### src/rtl/truth_table_sequencer_pkg.sv
// Shared definitions for the truth-table sequencer.
// Contents:
//   state_t        - FSM state encoding (IDLE=0 .. DONE=4, 3 bits)
//   DEFAULT_SETTLE - default settle interval in clock cycles
//   vec_count()    - number of input vectors for a given input count
package truth_table_sequencer_pkg;

  typedef enum logic [2:0] {
    ST_IDLE   = 3'd0,
    ST_APPLY  = 3'd1,
    ST_SETTLE = 3'd2,
    ST_SAMPLE = 3'd3,
    ST_DONE   = 3'd4
  } state_t;

  localparam int DEFAULT_SETTLE = 1;

  // Vector count is 2**n; shift form keeps it a constant function.
  function automatic int vec_count(input int n);
    return 32'sd1 << n;
  endfunction

endpackage

### src/rtl/truth_table_sequencer_if.sv
// Bus between the sequencer and its environment (gate pair + consumer).
// Signals:
//   start             - single-cycle sweep request
//   vec               - input vector applied to both gate implementations
//   r_a, r_b          - gate implementation outputs (A gate-level, B expression)
//   busy, done        - sweep status
//   table_a, table_b  - captured truth tables, bit k = response to vec==k
//   mismatch          - sticky disagreement flag for the current sweep
//   first_bad         - lowest mismatching vector index
// Modports: slave = sequencer side, master = environment side.
interface truth_table_sequencer_if #(
  parameter int N_IN = 2
);
  logic                     start;
  logic [N_IN-1:0]          vec;
  logic                     r_a;
  logic                     r_b;
  logic                     busy;
  logic                     done;
  logic [(1 << N_IN)-1:0]   table_a;
  logic [(1 << N_IN)-1:0]   table_b;
  logic                     mismatch;
  logic [N_IN-1:0]          first_bad;

  modport slave (
    input  start, r_a, r_b,
    output vec, busy, done, table_a, table_b, mismatch, first_bad
  );

  modport master (
    output start, r_a, r_b,
    input  vec, busy, done, table_a, table_b, mismatch, first_bad
  );
endinterface

### src/rtl/truth_table_sequencer_settle_counter.sv
// 4-bit loadable down-counter used to time the settle interval.
// Ports:
//   clk, reset - clock, asynchronous active-high reset
//   load       - load load_val (has priority over en)
//   load_val   - value to load
//   en         - decrement enable; the count saturates at zero
//   count      - current count
//   zero       - count == 0
module truth_table_sequencer_settle_counter (
  input  logic       clk,
  input  logic       reset,
  input  logic       load,
  input  logic [3:0] load_val,
  input  logic       en,
  output logic [3:0] count,
  output logic       zero
);

  logic [3:0] count_r;

  // Count register: load, else saturating decrement.
  always_ff @(posedge clk or posedge reset) begin
    if (reset) begin
      count_r <= 4'd0;
    end else if (load) begin
      count_r <= load_val;
    end else if (en && (count_r != 4'd0)) begin
      count_r <= count_r - 4'd1;
    end else begin
      count_r <= count_r;
    end
  end

  assign count = count_r;
  assign zero  = (count_r == 4'd0);

endmodule

### src/rtl/truth_table_sequencer.sv
// Drives every input combination onto a pair of gate implementations in
// ascending order, waits SETTLE cycles per vector, captures both outputs
// into truth-table registers and flags the first disagreement.
// Ports:
//   clk   - system clock, rising edge
//   reset - asynchronous active-high reset
//   bus   - slave side of truth_table_sequencer_if (start, vec, r_a, r_b,
//           busy, done, table_a, table_b, mismatch, first_bad)
// Parameters: N_IN gate inputs, SETTLE cycles per vector (1..15).
module truth_table_sequencer
  import truth_table_sequencer_pkg::*;
#(
  parameter int N_IN   = 2,
  parameter int SETTLE = DEFAULT_SETTLE
) (
  input  logic                          clk,
  input  logic                          reset,
  truth_table_sequencer_if.slave        bus
);

  localparam int              NVEC        = vec_count(N_IN);
  localparam logic [N_IN-1:0] LAST_VEC    = N_IN'(NVEC - 1);
  localparam logic [3:0]      SETTLE_LOAD = 4'(SETTLE - 1);

  state_t state_r;
  state_t state_s;

  logic start_s;
  logic sample_s;
  logic cnt_load_s;
  logic cnt_en_s;
  logic [3:0] cnt_s;
  logic cnt_zero_s;

  logic [N_IN-1:0] vec_r;
  logic            busy_r;
  logic            done_r;
  logic [NVEC-1:0] table_a_r;
  logic [NVEC-1:0] table_b_r;
  logic            mismatch_r;
  logic [N_IN-1:0] first_bad_r;

  truth_table_sequencer_settle_counter u_settle (
    .clk      (clk),
    .reset    (reset),
    .load     (cnt_load_s),
    .load_val (SETTLE_LOAD),
    .en       (cnt_en_s),
    .count    (cnt_s),
    .zero     (cnt_zero_s)
  );

  // FSM state register.
  always_ff @(posedge clk or posedge reset) begin
    if (reset) begin
      state_r <= ST_IDLE;
    end else begin
      state_r <= state_s;
    end
  end

  // Next-state and per-state control strobes.
  always_comb begin
    state_s    = state_r;
    start_s    = 1'b0;
    sample_s   = 1'b0;
    cnt_load_s = 1'b0;
    cnt_en_s   = 1'b0;
    case (state_r)
      ST_IDLE, ST_DONE: begin
        if (bus.start) begin
          state_s = ST_APPLY;
          start_s = 1'b1;
        end else begin
          state_s = state_r;
        end
      end
      ST_APPLY: begin
        cnt_load_s = 1'b1;
        if (SETTLE == 1) begin
          state_s = ST_SAMPLE;
        end else begin
          state_s = ST_SETTLE;
        end
      end
      ST_SETTLE: begin
        cnt_en_s = 1'b1;
        // Leave on the cycle the decrement lands on zero so SETTLE state
        // lasts exactly SETTLE-1 cycles.
        if (cnt_zero_s || (cnt_s == 4'd1)) begin
          state_s = ST_SAMPLE;
        end else begin
          state_s = ST_SETTLE;
        end
      end
      ST_SAMPLE: begin
        sample_s = 1'b1;
        if (vec_r == LAST_VEC) begin
          state_s = ST_DONE;
        end else begin
          state_s = ST_APPLY;
        end
      end
      default: begin
        state_s = ST_IDLE;
      end
    endcase
  end

  // Vector register, status flags and truth-table capture.
  always_ff @(posedge clk or posedge reset) begin
    if (reset) begin
      vec_r       <= '0;
      busy_r      <= 1'b0;
      done_r      <= 1'b0;
      table_a_r   <= '0;
      table_b_r   <= '0;
      mismatch_r  <= 1'b0;
      first_bad_r <= '0;
    end else if (start_s) begin
      vec_r       <= '0;
      busy_r      <= 1'b1;
      done_r      <= 1'b0;
      table_a_r   <= '0;
      table_b_r   <= '0;
      mismatch_r  <= 1'b0;
      first_bad_r <= '0;
    end else if (sample_s) begin
      table_a_r[vec_r] <= bus.r_a;
      table_b_r[vec_r] <= bus.r_b;
      // Only the first disagreement records its index; sweep order is
      // ascending, so that is the lowest one.
      if ((bus.r_a != bus.r_b) && !mismatch_r) begin
        mismatch_r  <= 1'b1;
        first_bad_r <= vec_r;
      end
      if (vec_r == LAST_VEC) begin
        busy_r <= 1'b0;
        done_r <= 1'b1;
      end else begin
        vec_r <= vec_r + N_IN'(1);
      end
    end
  end

  assign bus.vec       = vec_r;
  assign bus.busy      = busy_r;
  assign bus.done      = done_r;
  assign bus.table_a   = table_a_r;
  assign bus.table_b   = table_b_r;
  assign bus.mismatch  = mismatch_r;
  assign bus.first_bad = first_bad_r;

endmodule

### src/flat_wrapper.sv
// flat-port wrapper written by rule: the top's interface ports become plain ports
module truth_table_sequencer_flat import truth_table_sequencer_pkg::*;
#(
  parameter int N_IN   = 2,
  parameter int SETTLE = DEFAULT_SETTLE
)
  (clk, reset, bus_start, bus_r_a, bus_r_b, bus_vec, bus_busy, bus_done, bus_table_a, bus_table_b, bus_mismatch, bus_first_bad);
  truth_table_sequencer_if #(.N_IN(N_IN)) bus_i ();
  input  logic clk;
  input  logic reset;
  input wire logic [$bits(bus_i.start)-1:0] bus_start;
  input wire logic [$bits(bus_i.r_a)-1:0] bus_r_a;
  input wire logic [$bits(bus_i.r_b)-1:0] bus_r_b;
  output wire logic [$bits(bus_i.vec)-1:0] bus_vec;
  output wire logic [$bits(bus_i.busy)-1:0] bus_busy;
  output wire logic [$bits(bus_i.done)-1:0] bus_done;
  output wire logic [$bits(bus_i.table_a)-1:0] bus_table_a;
  output wire logic [$bits(bus_i.table_b)-1:0] bus_table_b;
  output wire logic [$bits(bus_i.mismatch)-1:0] bus_mismatch;
  output wire logic [$bits(bus_i.first_bad)-1:0] bus_first_bad;
  assign bus_i.start = bus_start;
  assign bus_i.r_a = bus_r_a;
  assign bus_i.r_b = bus_r_b;
  assign bus_vec = bus_i.vec;
  assign bus_busy = bus_i.busy;
  assign bus_done = bus_i.done;
  assign bus_table_a = bus_i.table_a;
  assign bus_table_b = bus_i.table_b;
  assign bus_mismatch = bus_i.mismatch;
  assign bus_first_bad = bus_i.first_bad;
  truth_table_sequencer #(.N_IN(N_IN), .SETTLE(SETTLE)) u_core (.clk(clk), .reset(reset), .bus(bus_i));
endmodule
### config.mk
export PLATFORM = sky130hd
export DESIGN_NAME = truth_table_sequencer_flat
export DESIGN_NICKNAME = d
export VERILOG_FILES = /design/src/rtl/truth_table_sequencer_pkg.sv /design/src/rtl/truth_table_sequencer_if.sv /design/src/rtl/truth_table_sequencer_settle_counter.sv /design/src/rtl/truth_table_sequencer.sv /design/src/flat_wrapper.sv
export SDC_FILE = /design/constraint.sdc
export NUM_CORES = 1
export LEC_CHECK = 0
export CORE_MARGIN = 3
export CORE_UTILIZATION = 55
export DETAILED_ROUTE_END_ITERATION = 12
export PLACE_DENSITY_LB_ADDON = 0.2
export SYNTH_ARGS = -nofsm -noshare
export SYNTH_HDL_FRONTEND = slang
export SYNTH_HIERARCHICAL = 1
export SYNTH_SLANG_ARGS = --single-unit
### constraint.sdc
create_clock -name clk -period 2.6 [get_ports clk]
set_input_delay 0.65 -clock clk [delete_from_list [all_inputs] [get_ports clk]]
set_output_delay 0.65 -clock clk [all_outputs]
set_load 0.05 [all_outputs]
* Yosys cells after proc, flatten, opt, wreduce, memory -nomap -nowiden *
Index checks and enable logic that the tools add are counted.

cells by class
  add/subtract/negate cells = 2
  equal/unequal tests = 9
  reductions and logical operators = 16
  $lt $le $gt $ge = 2
  mux-type cells = 34

operator list
  cell                 count
  $mux 4               6
  $mux 1               16
  $mux 2               6
  $pmux 3 s4           1
  $bwmux 4             2
  $reduce_bool 2->1    4
  $eq 3x2->1 const B   2
  $mux 3               2
  $reduce_and 2->1     3
  $eq 4x1->1 const B   1
  $logic_not 4->1      1
  $reduce_bool 4->1    1
  $sub 4x1->4 const B  1
  $eq 3x1->1 const B   1
  $eq 3x3->1 const B   1
  $logic_and 1x1->1    3
  $logic_not 3->1      1
  $lt 2x3->1 const B   1
  $add 2x1->2 const B  1
  $demux 1 s2          1
  $eq 2x2->1 const B   1
  $ge 2x1->1 const B   1
  $ne 2x1->1 const B   1
  $ne 2x2->1 const B   1
  other kinds (4)      4

word-level totals
  input bits = 5
  logic and storage cells = 72
  flip-flop bits (word level) = 22

* Longest topological paths before layout *
  depth in word-level cells = 7
  mapped depth = 6
  mapped depth without buffers = 6

* By module *
Netlist, hierarchy kept.

by module, submodules not included
  module                                cells each  area each (sq um)  sequential area each (sq um)  instances
  truth_table_sequencer                 81          910.9              450.4                         1
  truth_table_sequencer_settle_counter  28          261.5              100.1                         1

* Least setup slack after synthesis *
Ideal clock, no wire load.

  kind = register to register
  start = register u_core.u_settle.count_r[0] (netlist: u_core/u_settle/count[0])
  end = register u_core.u_settle.count_r[0] (netlist: u_core/u_settle/count[0])
  cell stages (with the launch flop) = 6
  path slack = 1039 ps
  path buffers = 0
  arrival = 1437 ps
  required time = 2476 ps
  setup time = 124 ps
  cells stage by stage = dfrtp_1 inv_1 ha_1 or3b_4 and3_4 o31a_1

between the ends
  longest elaborated chain between the ends = 3
  elaborated cells on any way between the ends = 6
  those cells by class = add/sub (1); mux (2); reduce/logical (3)

ends and longest elaborated chain
  what                                              line                                                                                    RTL
  start: declaration                                truth_table_sequencer_settle_counter.sv:19                                              logic [3:0] count_r;
  start signal: assignment                          truth_table_sequencer_settle_counter.sv:26                                              count_r <= load_val;
  start signal: assignment                          truth_table_sequencer_settle_counter.sv:28                                              count_r <= count_r - 4'd1;
  start signal: assignment                          truth_table_sequencer_settle_counter.sv:30                                              count_r <= count_r;
  $sub 4x1->4 or $reduce_bool 4->1 (tied branches)  truth_table_sequencer_settle_counter.sv:28, truth_table_sequencer_settle_counter.sv:27
  $mux 4 or $logic_and 1x1->1 (tied branches)       truth_table_sequencer_settle_counter.sv:27                                              end else if (en && (count_r != 4'd0)) begin
  $mux 4 or $reduce_bool 2->1 (tied branches)       n/a

Several ways; a longest one is shown, not always the timed one. The select of a mux whose other input is x is not followed.
A chain may end at the register's enable or synchronous reset.

* Final worst setup path *
  start = register u_core.vec_r[0] (netlist: u_core/bus.vec[0])
  end = output bus_vec[0]

RTL lines
  what                      line                          RTL
  start: declaration        truth_table_sequencer.sv:35   logic [N_IN-1:0] vec_r;
  start signal: assignment  truth_table_sequencer.sv:141  vec_r <= vec_r + N_IN'(1);
  end: declaration          flat_wrapper.sv:14            output wire logic [$bits(bus_i.vec)-1:0] bus_vec;

No word-level cell between the ends.

==> impl_metrics.env <==
export IMPL_status="complete, no violations"
export IMPL_cts_hold_buf=0
export IMPL_syn2layout_area_growth_pct=23.05
export IMPL_worst_ep_required_time_ns=1.95
export IMPL_fp_row_count=16
export IMPL_synthXorXnorAreaFrac=0.02241
export IMPL_drive_gt1_frac=0.09848
export IMPL_cellLeakagePower_uw=0.0007197
export IMPL_grt_pass1_vias=868
export IMPL_timing_fmax_mhz=442.7
export IMPL_finalPower_uw=2041
export IMPL_cts_sinks=22
export IMPL_place_congestion=0.7382
export IMPL_cts_setup_buffers=0
export IMPL_vias=826
export IMPL_cts_buffers=3
export IMPL_synth_cell_types=36
export IMPL_period_minus_slack_ns=2.259
export IMPL_cts_htree_levels=1
export IMPL_fin_worst_skew_ns=0.007743
export IMPL_max_slew_margin=0.5465
export IMPL_io_buffer_count=19
export IMPL_ys_warn_count=6
export IMPL_grt_pass1_wl_um=4091
export IMPL_period_share=0.8687
export IMPL_final_common_cell="dfrtp_1"
export IMPL_io_pins=20
export IMPL_synth_top_area_frac=0.4696
export IMPL_drv_slew=0
export IMPL_crit_family="buffers and inverters"
export IMPL_worst_setup_path_end_kind="output port"
export IMPL_path_max_fanout=5
export IMPL_synth_top_family_by_area="simple AND/OR/NAND/NOR gates"
export IMPL_yosysSeqAreaShare=0.4696
export IMPL_die_h_um=52.17
export IMPL_syn_area_per_cell_um2=10.76
export IMPL_dpl_hpwl_um=1621
export IMPL_diodes=0
export IMPL_wl_per_cell_um=14.11
export IMPL_cts_root_buf="clkbuf_4"
export IMPL_dieWidth_um=52.17
export IMPL_final_cells=159
export IMPL_synth_mux_area_frac=0.1025
export IMPL_p_int_uw=1096
export IMPL_netlist_area_um2=1172
export IMPL_power_frac_comb=0.549
export IMPL_drtPass1Iterations=4
export IMPL_start_kind="flip-flop"
export IMPL_tightest_slew_ns=0.6794
export IMPL_path_cells="clkdlybuf4s50_1"
export IMPL_critPathKind="flip-flop to output port"
export IMPL_rsz0062_at_grt="no"
export IMPL_worst_ir_drop_vdd_mv=0.8654
export IMPL_setup_viol_count_final=0
export IMPL_drc=0
export IMPL_via_per_inst=5.195
export IMPL_final_cell_mix="22 x dfrtp_1, 19 x clkdlybuf4s50_1, 12 x mux2i_1, 11 x inv_1, 11 x nor2_1"
export IMPL_clk_latency_ns=0.31
export IMPL_hold_viol_final=0
export IMPL_slowest_stage="clkdlybuf4s50_1"
export IMPL_fin_nets=143
export IMPL_cts_tree="yes"
export IMPL_cts_resized=0
export IMPL_die_area_um2=2722
export IMPL_yosys_area_top_type="dfrtp_1"
export IMPL_dp_slack_ns=0.6808
export IMPL_wirelength_um=2243
export IMPL_p_per_area_nw_per_um2=1415
export IMPL_synth_cells=109
export IMPL_clock_power_share=0.130
export IMPL_maxCapViolCount=0
export IMPL_switching_share=0.4632
export IMPL_grt_usage=0.2061
export IMPL_power_frac_seq=0.320
export IMPL_drt_iter0_drc=12
export IMPL_fin_ws_ns=0.3413
export IMPL_switchingPower_uw=945.6
export IMPL_post_place_cells=155
export IMPL_synth_compound_area_share=0.07898
export IMPL_worst_ep_arrival_time_ns=1.61
export IMPL_holdCritPathClass="flip-flop to flip-flop"
export IMPL_path_buf_inv=1
export IMPL_synthAdderAreaFrac=0.05336
export IMPL_start_util=0.5915
export IMPL_gr_total_overflow=0
export IMPL_grt_max_degree=19
export IMPL_synth_seq_cells=22
export IMPL_cts_buffer_depth=2
export IMPL_slowest_delay_ns=0.84
export IMPL_hold_worst_slack_ns=0.5094
export IMPL_yosys_top_cells_area="dfrtp_1 47%, mux2i_1 10%, ha_1 5.3%"
export IMPL_antenna_found_initial=0
export IMPL_yosys_area_share_simple=0.2070
export IMPL_clk_pin_slew_worst_paths_ns=0.13
export IMPL_coreArea_um2=1982
export IMPL_drt_antenna_violating_nets=0
export IMPL_fin_setup_tns_ns=0
[metrics by stage]
| step | area, um^2 | util |
|---|---|---|
| CTS | 1443 | 0.7279 |
| finish | 1443 | 0.7279 |
| global route | 1443 | 0.7279 |
| global placement | 1390 | 0.7014 |
| detailed placement | 1390 | 0.7014 |
| floorplan | 1184 | - |
[power by group through the flow]
stage                     clock [uW]  sequential (uW)  combinational, uW
after floorplan                    0              921                557
after global placement             0              649               1090
after detailed placement           0              660               1120
after CTS                        274              654               1130
after global routing             290              683               1220
final                            266              654               1120
[logic make-up (layout without fill, tap and decap cells)]
kind of cell / Yosys count / after routing
AO/OA/AOI/OAI: 14 / 14
XOR/XNOR: 3 / 3
adder cells (fa/ha/maj): 5 / 5
buffers and inverters: 16 / 36
flip-flops: 22 / 22
multiplexers: 12 / 12
other: 1 / 4
AND/OR/NAND/NOR: 36 / 36
[state kept, by name, summed over array words and instances (netlist names)]
signal	cells
u_core/bus.table_a	4
u_core/bus.table_b	4
u_core/u_settle/count	4
u_core/state_r	3
u_core/bus.first_bad	2
u_core/bus.vec	2
u_core/bus.busy	1
u_core/bus.done	1
u_core/bus.mismatch	1
[worst paths after layout]
| path | cells after the start | slack [ns] | to | start |
|---|---|---|---|---|
| max in group asynchronous | 2 | 1.41 | u_core/state_r[2] | reset |
| min in group asynchronous | 2 | 0.55 | u_core/u_settle/count[1] | reset |
| min | 1 | 0.51 | u_core/bus.busy | u_core/bus.busy |
| min reg2reg | 1 | 0.51 | u_core/bus.busy | u_core/bus.busy |
| max | 1 | 0.34 | bus_vec[0] | u_core/bus.vec[0] |
| max reg2reg | 5 | 0.89 | u_core/u_settle/count[3] | u_core/state_r[0] |
[Yosys cell counts, drive strengths merged]
master and count:
nor2 12, dfrtp 22, a21oi 6, buf 4
inv 11, and4b 1, clkbuf 1, mux2i 12
ha 5, nor3 3, nand2b 3, a31o 1
o32ai 1, conb 1, nand4 1, a221o 1
and2b 1, and4bb 1, o31a 1, xnor2 2
nand4b 4, nor4b 2, o21ai 2, o41ai 1
and3 2, nor3b 2, xor2 1, or3b 1
a21o 1, nand2 3
[cell type report]
cell class | instances | area (um^2)
Clock buffer | 3 | 22.52
Clock inverter | 1 | 30.03
Fill cell | 139 | 539.3
Inverter | 11 | 41.29
Multi-Input combinational cell | 74 | 559.3
Sequential cell | 22 | 550.5
Tap cell | 27 | 33.78
Timing Repair Buffer | 21 | 205.2
[routing by layer]
metal	track usage	vias to the layer above	share of wire
li1	-	418	-
met1	0.2560	394	0.44
met2	0.3556	12	0.52
met3	0.06268	2	0.038
met4	0.03830	0	0.0053
met5	0	-	0
(Power assumes the default switching activity.)
